[src/rtl/cpu_types_pkg.sv]
// Shared CPU/memory types: the RAM handshake status reported back to requesters.
package cpu_types_pkg;

    typedef enum logic [1:0] {
        FREE   = 2'd0,
        BUSY   = 2'd1,
        ACCESS = 2'd2,
        ERROR  = 2'd3
    } ramstate_t;

endpackage

[src/rtl/imem_arbiter_if.sv]
// Bundle of the two CPU instruction ports and the shared RAM read port.
interface imem_arbiter_if;
    import cpu_types_pkg::*;

    logic [1:0]  iREN;
    logic [31:0] iaddr0;
    logic [31:0] iaddr1;
    logic [1:0]  iwait;
    logic [31:0] iload0;
    logic [31:0] iload1;
    logic        ramREN;
    logic [31:0] ramaddr;
    logic [31:0] ramload;
    ramstate_t   ramstate;
    logic [7:0]  err_count;

    // Arbiter side
    modport slave (
        input  iREN, iaddr0, iaddr1, ramload, ramstate,
        output iwait, iload0, iload1, ramREN, ramaddr, err_count
    );

    // CPU/RAM side
    modport master (
        output iREN, iaddr0, iaddr1, ramload, ramstate,
        input  iwait, iload0, iload1, ramREN, ramaddr, err_count
    );
endinterface

[src/rtl/imem_arbiter.sv]
// Round-robin arbiter sharing one instruction RAM read port between two CPUs,
// with abort on request drop/redirect, RAM error and timeout.
module imem_arbiter
    import cpu_types_pkg::*;
#(
    parameter int unsigned TIMEOUT = 32
) (
    input  logic            CLK,
    input  logic            RST,
    imem_arbiter_if.slave   bus
);

    localparam int unsigned TC_W = (TIMEOUT > 1) ? $clog2(TIMEOUT) : 1;
    localparam logic [TC_W-1:0] TC_LAST = TC_W'(TIMEOUT - 1);

    typedef enum logic [1:0] {IDLE, REQ, RESP} state_t;

    state_t            r_state;
    logic              r_g;
    logic              r_lg;
    logic [31:0]       r_la;
    logic [TC_W-1:0]   r_tc;
    logic [31:0]       r_iload0;
    logic [31:0]       r_iload1;
    logic [7:0]        r_err;
    logic [1:0]        r_iwait;
    logic              r_ramren;

    state_t            w_state_nx;
    logic              w_g_nx;
    logic              w_lg_nx;
    logic [31:0]       w_la_nx;
    logic [TC_W-1:0]   w_tc_nx;
    logic              w_cap;
    logic              w_err_inc;
    logic [1:0]        w_iwait_nx;
    logic              w_ramren_nx;
    logic              w_req_en;
    logic [31:0]       w_req_addr;

    // Only the granted CPU's request/address matter while in REQ
    assign w_req_en   = bus.iREN[r_g];
    assign w_req_addr = r_g ? bus.iaddr1 : bus.iaddr0;

    always_comb begin
        w_state_nx  = r_state;
        w_g_nx      = r_g;
        w_lg_nx     = r_lg;
        w_la_nx     = r_la;
        w_tc_nx     = r_tc;
        w_cap       = 1'b0;
        w_err_inc   = 1'b0;
        w_iwait_nx  = 2'b11;
        w_ramren_nx = 1'b0;

        case (r_state)
            IDLE: begin
                if (|bus.iREN) begin
                    w_state_nx = REQ;
                    w_g_nx     = (bus.iREN == 2'b11) ? ~r_lg : bus.iREN[1];
                    w_lg_nx    = w_g_nx;
                    w_la_nx    = w_g_nx ? bus.iaddr1 : bus.iaddr0;
                    w_tc_nx    = '0;
                end
            end
            REQ: begin
                // Withdrawal or redirect wins over any RAM response this cycle
                if (!w_req_en || (w_req_addr != r_la)) begin
                    w_state_nx = IDLE;
                end else if (bus.ramstate == ACCESS) begin
                    w_state_nx = RESP;
                    w_cap      = 1'b1;
                end else if (bus.ramstate == ERROR) begin
                    w_state_nx = IDLE;
                    w_err_inc  = 1'b1;
                end else if (r_tc == TC_LAST) begin
                    w_state_nx = IDLE;
                    w_err_inc  = 1'b1;
                end else begin
                    w_tc_nx = r_tc + TC_W'(1);
                end
            end
            RESP: begin
                w_state_nx = IDLE;
            end
            default: begin
                w_state_nx = IDLE;
            end
        endcase

        // Outputs are registered from the next state so they line up with it
        if (w_state_nx == RESP) begin
            w_iwait_nx[r_g] = 1'b0;
        end
        w_ramren_nx = (w_state_nx == REQ);
    end

    always_ff @(posedge CLK) begin
        if (RST) begin
            r_state  <= IDLE;
            r_g      <= 1'b0;
            r_lg     <= 1'b1;
            r_la     <= '0;
            r_tc     <= '0;
            r_iload0 <= '0;
            r_iload1 <= '0;
            r_err    <= '0;
            r_iwait  <= 2'b11;
            r_ramren <= 1'b0;
        end else begin
            r_state  <= w_state_nx;
            r_g      <= w_g_nx;
            r_lg     <= w_lg_nx;
            r_la     <= w_la_nx;
            r_tc     <= w_tc_nx;
            r_iwait  <= w_iwait_nx;
            r_ramren <= w_ramren_nx;
            if (w_cap && !r_g) begin
                r_iload0 <= bus.ramload;
            end
            if (w_cap && r_g) begin
                r_iload1 <= bus.ramload;
            end
            if (w_err_inc && (r_err != 8'hFF)) begin
                r_err <= r_err + 8'd1;
            end
        end
    end

    assign bus.iwait     = r_iwait;
    assign bus.ramREN    = r_ramren;
    assign bus.ramaddr   = r_la;
    assign bus.iload0    = r_iload0;
    assign bus.iload1    = r_iload1;
    assign bus.err_count = r_err;

endmodule

[src/flat_wrapper.sv]
// flat-port wrapper written by rule: the top's interface ports become plain ports
module imem_arbiter_flat import cpu_types_pkg::*;
#(
    parameter int unsigned TIMEOUT = 32
)
  (CLK, RST, bus_iREN, bus_iaddr0, bus_iaddr1, bus_ramload, bus_ramstate, bus_iwait, bus_iload0, bus_iload1, bus_ramREN, bus_ramaddr, bus_err_count);
  imem_arbiter_if bus_i ();
  input  logic CLK;
  input  logic RST;
  input wire logic [$bits(bus_i.iREN)-1:0] bus_iREN;
  input wire logic [$bits(bus_i.iaddr0)-1:0] bus_iaddr0;
  input wire logic [$bits(bus_i.iaddr1)-1:0] bus_iaddr1;
  input wire logic [$bits(bus_i.ramload)-1:0] bus_ramload;
  input wire logic [$bits(bus_i.ramstate)-1:0] bus_ramstate;
  output wire logic [$bits(bus_i.iwait)-1:0] bus_iwait;
  output wire logic [$bits(bus_i.iload0)-1:0] bus_iload0;
  output wire logic [$bits(bus_i.iload1)-1:0] bus_iload1;
  output wire logic [$bits(bus_i.ramREN)-1:0] bus_ramREN;
  output wire logic [$bits(bus_i.ramaddr)-1:0] bus_ramaddr;
  output wire logic [$bits(bus_i.err_count)-1:0] bus_err_count;
  assign bus_i.iREN = bus_iREN;
  assign bus_i.iaddr0 = bus_iaddr0;
  assign bus_i.iaddr1 = bus_iaddr1;
  assign bus_i.ramload = bus_ramload;
  assign bus_i.ramstate = bus_ramstate;
  assign bus_iwait = bus_i.iwait;
  assign bus_iload0 = bus_i.iload0;
  assign bus_iload1 = bus_i.iload1;
  assign bus_ramREN = bus_i.ramREN;
  assign bus_ramaddr = bus_i.ramaddr;
  assign bus_err_count = bus_i.err_count;
  imem_arbiter #(.TIMEOUT(TIMEOUT)) u_core (.CLK(CLK), .RST(RST), .bus(bus_i));
endmodule
[config.mk]
export PLATFORM = sky130hd
export DESIGN_NAME = imem_arbiter_flat
export DESIGN_NICKNAME = d
export VERILOG_FILES = /design/src/rtl/cpu_types_pkg.sv /design/src/rtl/imem_arbiter_if.sv /design/src/rtl/imem_arbiter.sv /design/src/flat_wrapper.sv
export SDC_FILE = /design/constraint.sdc
export NUM_CORES = 1
export LEC_CHECK = 0
export BUFFER_PORTS_ARGS = -buffer_cell sky130_fd_sc_hd__clkbuf_2
export CAP_MARGIN = 20
export CORE_MARGIN = 8
export CORE_UTILIZATION = 55
export CTS_CLUSTER_SIZE = 12
export DETAILED_ROUTE_END_ITERATION = 7
export GPL_ROUTABILITY_DRIVEN = 0
export PLACE_DENSITY = 0.92
export REMOVE_ABC_BUFFERS = 1
export SLEW_MARGIN = 10
export SYNTH_ARGS = -nofsm -noshare
export SYNTH_HDL_FRONTEND = slang
export SYNTH_SLANG_ARGS = --single-unit
[constraint.sdc]
create_clock -name CLK -period 3.95 [get_ports CLK]
set_input_delay 0.1975 -clock CLK [delete_from_list [all_inputs] [get_ports CLK]]
set_output_delay 0.1975 -clock CLK [all_outputs]
set_load 0.03 [all_outputs]
==> metrics.txt <==
gr ovfl total=0; Worst IR Drop VDD=between 0.3 and 0.4 mV; Post-DRT Antenna Nets=0; Routed wire per std cell=20.12 um; Hold/Removal Path Class=in -> reg; Worst Setup End Kind=flop; CTS resizes=0; Clock transition at path regs=0.06 ns; clk_lat worst skew=between 0.5 and 0.6 ns; most frequent cells in the layout=clkbuf_2, dfxtp_1, a21oi_1, nand4_1, mux2i_1; vias in the first global route=6402; Die W=121.0 um; Synth Flop Type=dfxtp_1; total iterations of the first detailed-routing run=6; Worst EP required=4.39 ns; critical path launch point type=flop; Seq/Total Area, Yosys=0.3828; FILL cells=705; mux share of post-synthesis cell area=0.1297; status=completed; max-slew violations=0; main combinational cell family by area after synthesis=compound AO/OA/AOI/OAI gates; unrepaired setup endpoints after global routing=no; post-synthesis xor/xnor area fraction=0.04042; Post-DP HPWL=13100 um; ys async rst share=0; setup bufs post-CTS=0; total routed wirelength=20510 um; Final min period=3.175 ns; htree depth=4; Remaining DRCs=0; share of layout cells above drive strength 1=0.3064; Tcrit/Tclk final=0.8038; GRT Util Overall=0.2734; TritonCTS Sinks=116; Syn Inst Count=663; CTS hold repair buffers=35; adder-cell area share of the yosys netlist=0.006187; Mapped Area=6067 um^2; largest net degree at the start of global routing=75; cell accounting for the most synthesized area=dfxtp_1; worst-margin pin slew=0.7624 ns; Initial Util=0.5621; Mean Syn Cell Area=9.151 um^2; max_cap viols=0; CTS Buf Count=17; I/O Buffers=208; Setup TNS=0 ns; initial antenna violation count=1; first-pass GRT wire length=32730 um; CTS root buffer=clkbuf_8; Inst Count DP=952; CTS tree=built; synth warn=0; synthesized flop and latch total=about 120; Synth Area in Compound Gates=0.2005; vias=6401; Placement Rows=38; Post-synth EDFFs=0; Non-Filler Instances=roughly 1000; commonest non-fill, non-tap cell in the layout=clkbuf_2; Die ar.=~15000 um^2; Crit Path Max Fanout=45; Synth Area in Simple Gates=0.1852; PwrDens=about 400 nW/um^2; nets=971; Ports=209; CP arrival=roughly 3.6 ns; kind of critical path=reg -> reg; CORE AREA=10790 um^2; synth top area cells=dfxtp_1, mux2i_1, o31ai_1; routed vias/inst=6.282; Final Setup Violations=0; worst clock skew=0.01512 ns; Leakage=0.003194 uW; clock buffer depth=2; unique cell type count in the Yosys netlist=between 50 and 60; Max Fclk=0.3150 GHz; Starting DRT DRC Count=1013; Yosys top cell area share=0.3828; Hold Vio Cnt, Final=0; Worst slew margin=0.4917; Die Ht=121.0 um; area grow syn2layout=31.78%
==> flip-flops by register name (all words and copies together), names as in the netlist <==
signal                flops
u_core.r_lg               1
u_core.bus.ramaddr       32
u_core.bus.iwait          2
u_core.r_g                1
u_core.bus.ramREN         1
u_core.bus.err_count      8
u_core.r_tc               5
u_core.r_state            2
u_core.bus.iload1        32
u_core.bus.iload0        32
==> Yosys cell counts, types with 6 or more instances <==
cell,count
clkbuf_1,37
o31ai_1,64
xnor2_1,25
nor2b_1,9
nor2_1,48
nand4_1,68
buf_2,25
mux2i_1,66
nor4_1,9
dfxtp_1,116
buf_1,8
a211oi_1,33
a21oi_1,68
and3_1,6
mux2_1,9
==> routing by layer <==
layer	global-route usage	wire, um	part of all wire
met5	0	0	0
met4	0.1226	582	0.028
met3	0.09958	2336	0.11
met2	0.4470	9635	0.47
met1	0.3136	7953	0.39
==> final timing paths <==
| kind | start | slack, ns | depth (start not counted) | endpoint |
|---|---|---|---|---|
| max | u_core.r_g | 0.78 | 8 | u_core.bus.iload1[5] |
| min | bus_iaddr1[12] | 0.01 | 3 | u_core.bus.ramaddr[12] |
| max reg2reg | u_core.r_g | 0.78 | 8 | u_core.bus.iload1[5] |
| min reg2reg | u_core.bus.iload0[2] | 0.47 | 2 | u_core.bus.iload0[2] |
==> stage by stage <==
| step | hold WS, ns | power (uW) | area [um^2] | utilization | worst slack, ns |
|---|---|---|---|---|---|
| 6_report | 0.01175 | 3154 | 7995 | 0.7408 | 0.7751 |
| 5_1_grt | 0.02115 | 3255 | 7995 | 0.7408 | 0.6169 |
| 4_1_cts | 0.0007666 | 3148 | 7993 | 0.7406 | 0.7656 |
| 3_5_place_dp | 0.4576 | 1742 | 7109 | 0.6587 | 0.8258 |
| 3_3_place_gp | 0.4532 | 1729 | 7109 | 0.6587 | 0.8423 |
| 2_1_floorplan | 0.2666 | 1568 | 5739 | - | -1.055 |
==> logic make-up after synthesis <==
logic type,after synthesis
xor gates and xnor gates,28
adders and majority gates,3
AOI/OAI and AO/OA,183
DFF,116
muxes,77
and+or+nand+nor,181
buffers and inverters,75
==> worst max-delay path, stage by stage (launching register included) <==
cell	delay, ns
dfxtp_2	0.56
buf_4	0.43
mux2i_1	0.28
xnor2_1	0.13
nor4_1	0.41
and4_2	0.63
buf_12	0.28
nand4_1	0.15
a21oi_1	0.20
==> area by class of cell <==
cell class | instances | area [um^2] | share of cell area
antenna | 1 | 2.502 | 0.0003130
multi-input combinational | 472 | 3430 | 0.4290
clock buffer | 19 | 421.7 | 0.05274
sequential | 116 | 2323 | 0.2906
timing repair buffer | 257 | 1524 | 0.1906
clock inverter | 12 | 111.4 | 0.01393
tap | 140 | 175.2 | 0.02191
inverter | 2 | 7.507 | 0.0009390
==> power by group <==
group / internal, uW / total, uW / switching, uW
combinational: 202 / 506 / 304
sequential: 1210 / 1250 / 43.2
clock: 829 / 1400 / 568
(Power assumes the default switching activity.)
